File: config.mk
export PLATFORM = sky130hd
export DESIGN_NAME = rgb_pwm_breathe
export DESIGN_NICKNAME = d
export VERILOG_FILES = /design/src/rtl/rgb_pwm_breathe.sv
export SDC_FILE = /design/constraint.sdc
export NUM_CORES = 1
export LEC_CHECK = 0
export ABC_AREA = 0
export CAP_MARGIN = 20
export CORE_ASPECT_RATIO = 1.75
export CORE_MARGIN = 3
export CORE_UTILIZATION = 50
export CTS_BUF_LIST = sky130_fd_sc_hd__clkbuf_8
export DETAILED_ROUTE_END_ITERATION = 10
export PLACE_DENSITY = 0.69
export SYNTH_ARGS = -nofsm -noshare
export SYNTH_HDL_FRONTEND = slang
export SYNTH_SLANG_ARGS = --single-unit
File: constraint.sdc
create_clock -name clk -period 2.5 [get_ports clk]
set_input_delay 0.5 -clock clk [delete_from_list [all_inputs] [get_ports clk]]
set_output_delay 0.5 -clock clk [all_outputs]
set_load 0.01 [all_outputs]
File: src/rtl/rgb_pwm_breathe.sv
// rgb_pwm_breathe: CH-channel PWM with off / fixed / triangle / sawtooth duty modes.
// Define RGB_PWM_STAGGER_EN to offset channel i counter origin by i quarter periods.
module rgb_pwm_breathe #(
    parameter int CH       = 3,
    parameter int CNT_W    = 13,
    parameter int STEP_DIV = 1
) (
    input  logic                  clk,
    input  logic                  rst_n,
    input  logic                  f_edge,
    input  logic                  load,
    input  logic [2*CH-1:0]       mode,
    input  logic [CH*CNT_W-1:0]   duty,
    output logic [CH-1:0]         pwm_out,
    output logic [CH-1:0]         period_tick,
    output logic [CH-1:0]         peak
);

    localparam logic [CNT_W-1:0] DMAX = {CNT_W{1'b1}};
    localparam int PW = $clog2(STEP_DIV << (CH - 1)) + 1;

    typedef enum logic [1:0] {
        M_OFF = 2'b00,
        M_FIX = 2'b01,
        M_TRI = 2'b10,
        M_SAW = 2'b11
    } mode_e;

    typedef enum logic {
        UP   = 1'b0,
        DOWN = 1'b1
    } dir_e;

    logic [2*CH-1:0]     smode_q;
    logic [CH*CNT_W-1:0] sduty_q;

    // Shadow registers capture every channel's mode and duty on load
    always_ff @(posedge clk) begin
        if (!rst_n) begin
            smode_q <= '0;
            sduty_q <= '0;
        end else if (load) begin
            smode_q <= mode;
            sduty_q <= duty;
        end
    end

    for (genvar g = 0; g < CH; g++) begin : g_ch

`ifdef RGB_PWM_STAGGER_EN
        localparam logic [CNT_W-1:0] ORIGIN = CNT_W'(g * (2 ** (CNT_W - 2)));
`else
        localparam logic [CNT_W-1:0] ORIGIN = '0;
`endif
        localparam logic [PW-1:0] PLAST = PW'((STEP_DIV << g) - 1);

        logic [CNT_W-1:0] cnt_q, cnt_d;
        logic [CNT_W-1:0] d_q, d_d;
        dir_e             dir_q, dir_d;
        logic [PW-1:0]    presc_q, presc_d;
        mode_e            amode_q, amode_d;
        logic             pend_q, pend_d;
        logic             pwm_q, pwm_d;
        logic             tick_q, tick_d;
        logic             peak_q, peak_d;

        mode_e            smode;
        logic [CNT_W-1:0] sduty;
        logic [CNT_W-1:0] d_inc;
        logic [CNT_W-1:0] d_dec;
        logic             bnd;
        logic             step;

        // Next state: restart, boundary apply/step, or free-running count
        always_comb begin
            smode   = mode_e'(smode_q[2*g +: 2]);
            sduty   = sduty_q[g*CNT_W +: CNT_W];
            d_inc   = d_q + CNT_W'(1);
            d_dec   = d_q - CNT_W'(1);
            bnd     = (cnt_q == DMAX);
            step    = (presc_q == PLAST);
            cnt_d   = cnt_q + CNT_W'(1);
            d_d     = d_q;
            dir_d   = dir_q;
            presc_d = presc_q;
            amode_d = amode_q;
            pend_d  = load | (pend_q & ~(bnd & ~f_edge));
            pwm_d   = (amode_q != M_OFF) && (cnt_q < d_q);
            tick_d  = bnd;
            peak_d  = 1'b0;
            if (f_edge) begin
                cnt_d   = ORIGIN;
                presc_d = '0;
                dir_d   = UP;
                if (amode_q == M_TRI || amode_q == M_SAW) begin
                    d_d = '0;
                end
                pwm_d  = 1'b0;
                tick_d = 1'b0;
            end else if (bnd) begin
                amode_d = smode;
                if (pend_q || smode != amode_q) begin
                    d_d     = (smode == M_OFF) ? '0 : sduty;
                    dir_d   = UP;
                    presc_d = '0;
                end else begin
                    unique case (amode_q)
                        M_OFF: d_d = '0;
                        M_FIX: d_d = d_q;
                        M_TRI, M_SAW: begin
                            presc_d = step ? '0 : presc_q + PW'(1);
                            if (step) begin
                                if (amode_q == M_SAW) begin
                                    d_d    = d_inc;
                                    peak_d = (d_inc == DMAX);
                                end else if (dir_q == UP && d_q != DMAX) begin
                                    d_d = d_inc;
                                    if (d_inc == DMAX) begin
                                        dir_d  = DOWN;
                                        peak_d = 1'b1;
                                    end
                                end else begin
                                    d_d   = d_dec;
                                    dir_d = (d_dec == '0) ? UP : DOWN;
                                end
                            end
                        end
                    endcase
                end
            end
        end

        // Channel state registers
        always_ff @(posedge clk) begin
            if (!rst_n) begin
                cnt_q   <= ORIGIN;
                d_q     <= '0;
                dir_q   <= UP;
                presc_q <= '0;
                amode_q <= M_OFF;
                pend_q  <= 1'b0;
                pwm_q   <= 1'b0;
                tick_q  <= 1'b0;
                peak_q  <= 1'b0;
            end else begin
                cnt_q   <= cnt_d;
                d_q     <= d_d;
                dir_q   <= dir_d;
                presc_q <= presc_d;
                amode_q <= amode_d;
                pend_q  <= pend_d;
                pwm_q   <= pwm_d;
                tick_q  <= tick_d;
                peak_q  <= peak_d;
            end
        end

        assign pwm_out[g]     = pwm_q;
        assign period_tick[g] = tick_q;
        assign peak[g]        = peak_q;
    end

endmodule

==> flow_metrics.env <==
export IMPL_outcome="completed"
export IMPL_slowest_delay_ns=0.58
export IMPL_busiest_layer="met2"
export IMPL_die_h_um=192.6
export IMPL_synthFlopType="dfxtp_1"
export IMPL_cts_sinks=153
export IMPL_areaGrowthSynthToFinish_pct=17.63
export IMPL_rsz0062_at_grt="no"
export IMPL_die_x_um=112.6
export IMPL_hold_viol=0
export IMPL_clkPwrFrac_pct=41.4
export IMPL_placed_area_um2=11260
export IMPL_drive_gt1_share_pct=12.84
export IMPL_start_util_pct=51.37
export IMPL_synth_fp_nets=1336
export IMPL_grt_use_met3_pct=4.424
export IMPL_period_minus_slack_ns=2.364
export IMPL_dieArea_um2=21690
export IMPL_synthCells=1233
export IMPL_pwr_share_seq_pct=50.3
export IMPL_final_core_util_pct=60.43
export IMPL_synth_xor_area_share_pct=5.106
export IMPL_cp_slowest_cell="o41a_1"
export IMPL_r2r_start="g_ch[0].d_q[0]"
export IMPL_required_ns=2.85
export IMPL_crit_end="g_ch[0].d_q[5]"
export IMPL_synth_top_family_by_area="simple AND/OR/NAND/NOR gates"
export IMPL_viasPerCell=6.124
export IMPL_synthArstFlopShare_pct=0
export IMPL_cp_arrival_ns=2.71
export IMPL_finalCritPeriodShare_pct=94.56
export IMPL_combPwrFrac_pct=8.3
export IMPL_p_leak_nw=4.626
export IMPL_h_tree_depth=4
export IMPL_grt_antenna_before_repair=0
export IMPL_path_cells="ha_1 > nand3_1 > o41a_1 > o21ai_1 > o32ai_2 > mux2i_1 > nand2_1"
export IMPL_ff2ff_setup_slack_ns=0.14
export IMPL_grt_first_pass_wirelength_mm=48.22
export IMPL_synth_edff_count=0
export IMPL_firstDrtPassIters=5
export IMPL_synth_mux_area_share_pct=7.043
export IMPL_ir_drop_mv=0.4188
export IMPL_cap_violations=0
export IMPL_setup_viol=0
export IMPL_clock_skew_ns=0.009340
export IMPL_grtUsageTotal_pct=27.92
export IMPL_wl_per_cell_um=19.04
export IMPL_start_kind="flip-flop"
export IMPL_holdBufCountCts=0
export IMPL_io_pins=58
export IMPL_syn_area_per_cell_um2=8.068
export IMPL_cts_buffers=17
export IMPL_synth_simple_area_share_pct=24.86
export IMPL_first_iter_violations=562
export IMPL_p_sw_share_pct=24.29
export IMPL_use_met1_pct=29.00
export IMPL_finish_instance_area_um2=11700
export IMPL_clkSlewWorstSetupHoldPaths_ns=0.09
export IMPL_nets=1431
export IMPL_core_um2=19360
export IMPL_slew_viol_final=0
export IMPL_min_path_type="flip-flop to flip-flop"
export IMPL_synth_seq_cells=153
export IMPL_critPathLaunch="g_ch[0].d_q[0]"
export IMPL_total_power_mw=5.047
export IMPL_synth_compound_area_share_pct=19.04
export IMPL_ys_seq_area_share_pct=30.79
export IMPL_setup_worst_path_end_class="flip-flop"
export IMPL_portBuffers=57
export IMPL_crit_path_max_fanout=7
export IMPL_clk_latency_ns=0.47
export IMPL_fmax_mhz=423.0
export IMPL_dpl_hpwl_mm=23.15
export IMPL_synth_adder_area_share_pct=6.792
export IMPL_pwr_density_cell_nw_per_um2=431.3
export IMPL_slew_headroom_pct=60.79
export IMPL_fillers=1773
export IMPL_vias=9682
export IMPL_tritoncts="yes"
export IMPL_diodes=0
export IMPL_root_buffer="clkbuf_8"
export IMPL_yosysWarnings=0
export IMPL_clockBufferDepth=2
export IMPL_drc_errors=0
export IMPL_met2_usage_pct=51.23
export IMPL_gp_routability_congestion=1.025
export IMPL_power_internal_mw=3.821
export IMPL_fin_setup_tns_ns=0
export IMPL_synth_area_um2=9948
export IMPL_worst_slew_pin_slew_ns=0.5827
export IMPL_grt_pass1_vias=9520
export IMPL_p_sw_mw=1.226
export IMPL_ant_nets=0
export IMPL_path_class="flip-flop to flip-flop"
export IMPL_row_count=67
export IMPL_worstRegToRegCells=7
export IMPL_ys_types=86
export IMPL_grt_overflow=0
export IMPL_grt_max_degree=49
export IMPL_r2r_end="g_ch[0].d_q[5]"
export IMPL_routed_wl_mm=30.10
placed cells by master, fill, tap and decap left out, types with 13 or more instances in the layout:
cell type          n
nor2_1           155
dfxtp_1          153
buf_4            102
nand2_1           81
mux2i_1           70
nand3_1           59
inv_1             57
clkdlybuf4s50_1   56
a21oi_1           55
ha_1              54
o21ai_0           42
xnor2_1           40
nor3_1            29
nand4_1           26
and3_1            23
or3_1             19
clkbuf_8          19
xor2_1            18
nor4_1            18
a22oi_1           18
o211ai_1          13
critical path, delay by kind of cell, from the launching register on:
kind	cells	cell delay, ns
and+or+nand+nor	2	0.31
adders and majority gates	1	0.23
AOI/OAI and AO/OA	3	1.09
muxes	1	0.25
DFF	1	0.35
power groups by stage:
stage	clock [mW]	sequential (mW)	combinational [mW]
after global placement	0	2.60	0.412
after global routing	2.21	2.55	0.460
after CTS	2.14	2.54	0.420
after floorplan	0	2.57	0.245
after detailed placement	0	2.60	0.418
final	2.09	2.54	0.420
flip-flops by register name, summed over array words and instances (netlist names):
name	cells
g_ch.dir_q	3
g_ch.cnt_q	39
g_ch.presc_q	9
g_ch.pend_q	3
g_ch.tick_q	3
smode_q	6
g_ch.pwm_q	3
g_ch.amode_q	6
g_ch.d_q	39
sduty_q	39
g_ch.peak_q	3
layout make-up:
type	count	area [um^2]	area share, %
clock buffer	19	261.5	2.235
clock inverter	12	173.9	1.486
inverter	61	229.0	1.957
multi-input combinational	932	6262	53.51
sequential	153	3063	26.17
tap	241	301.5	2.577
timing repair buffer	163	1411	12.06
metal layers:
layer / vias to the layer above / share of wire, %
li1: 4675 / -
met1: 4542 / 36
met2: 338 / 52
met3: 127 / 4.3
met4: 0 / 6.9
met5: - / 0
repair_timing:
action | in CTS | in global routing
endpoints found under the setup margin | 0 | 2
gates resized for setup | 0 | 2
hold endpoints to repair | 0 | 0
buffers inserted | 0 | 0
cell usage after synthesis (all sizes together), types with 4 or more instances:
master   instances  area, um^2
nor2           156       588.1
ha              54       675.7
a22o             5       43.79
nand3           61       322.8
a21o            11       82.58
and2             7       43.80
a31oi           12       75.07
o22ai            8       50.05
and3            24       151.4
nor3            32       175.2
a31o             4       35.03
a21oi           58       309.0
nand2           84       320.3
xnor2           40       350.3
nor3b            4       30.03
a41oi            5       43.79
a32oi            9       78.83
clkbuf          36       135.1
o21a             6       45.04
inv             59       221.5
mux2i           70       700.7
a2111oi          4       35.03
o211ai          13       97.59
nand4           26       162.7
a41o             4       40.04
or3             19       118.9
nor4            21       158.9
a221o            5       50.05
and4            12       105.1
o41ai            4       53.81
o211a            4       40.04
or4             10       78.82
o2bb2ai          5       43.79
a211oi           7       52.55
nand2b           9       56.30
a22oi           18       135.1
xor2            18       157.7
o21ai           44       224.0
o31ai            8       60.06
nor2b            7       43.79
buf             51       269.0
dfxtp          153        3063
or2              4       25.03
worst min-delay path by stage:
| stage | cells past startpoint | from | endpoint |
|---|---|---|---|
| final | 2 | sduty_q[1] | g_ch[0].d_q[1] |
| after global routing | 2 | sduty_q[1] | g_ch[0].d_q[1] |
| after floorplan | 1 | g_ch[2].cnt_q[0] | g_ch[2].cnt_q[0] |
| after CTS | 2 | sduty_q[1] | g_ch[0].d_q[1] |
| after detailed placement | 2 | sduty_q[1] | g_ch[0].d_q[1] |
| after global placement | 1 | g_ch[2].cnt_q[0] | g_ch[2].cnt_q[0] |
per-stage QoR:
step           hold slack, ns  setup WS [ns]  instances
6_report               0.4602         0.1360       1581
5_1_grt                0.4878        0.02453       1581
4_1_cts                0.4648        0.03519       1581
3_5_place_dp           0.4461        -0.2041       1550
3_3_place_gp           0.4406       -0.05588       1550
2_1_floorplan          0.4206         0.2465       1233
kinds of logic after synthesis:
kind of cell,Yosys count
muxes,70
and+or+nand+nor,484
adders and majority gates,54
AOI/OAI and AO/OA,266
buffers and inverters,148
xor gates and xnor gates,58
DFF,153
(Power assumes the default switching activity.)
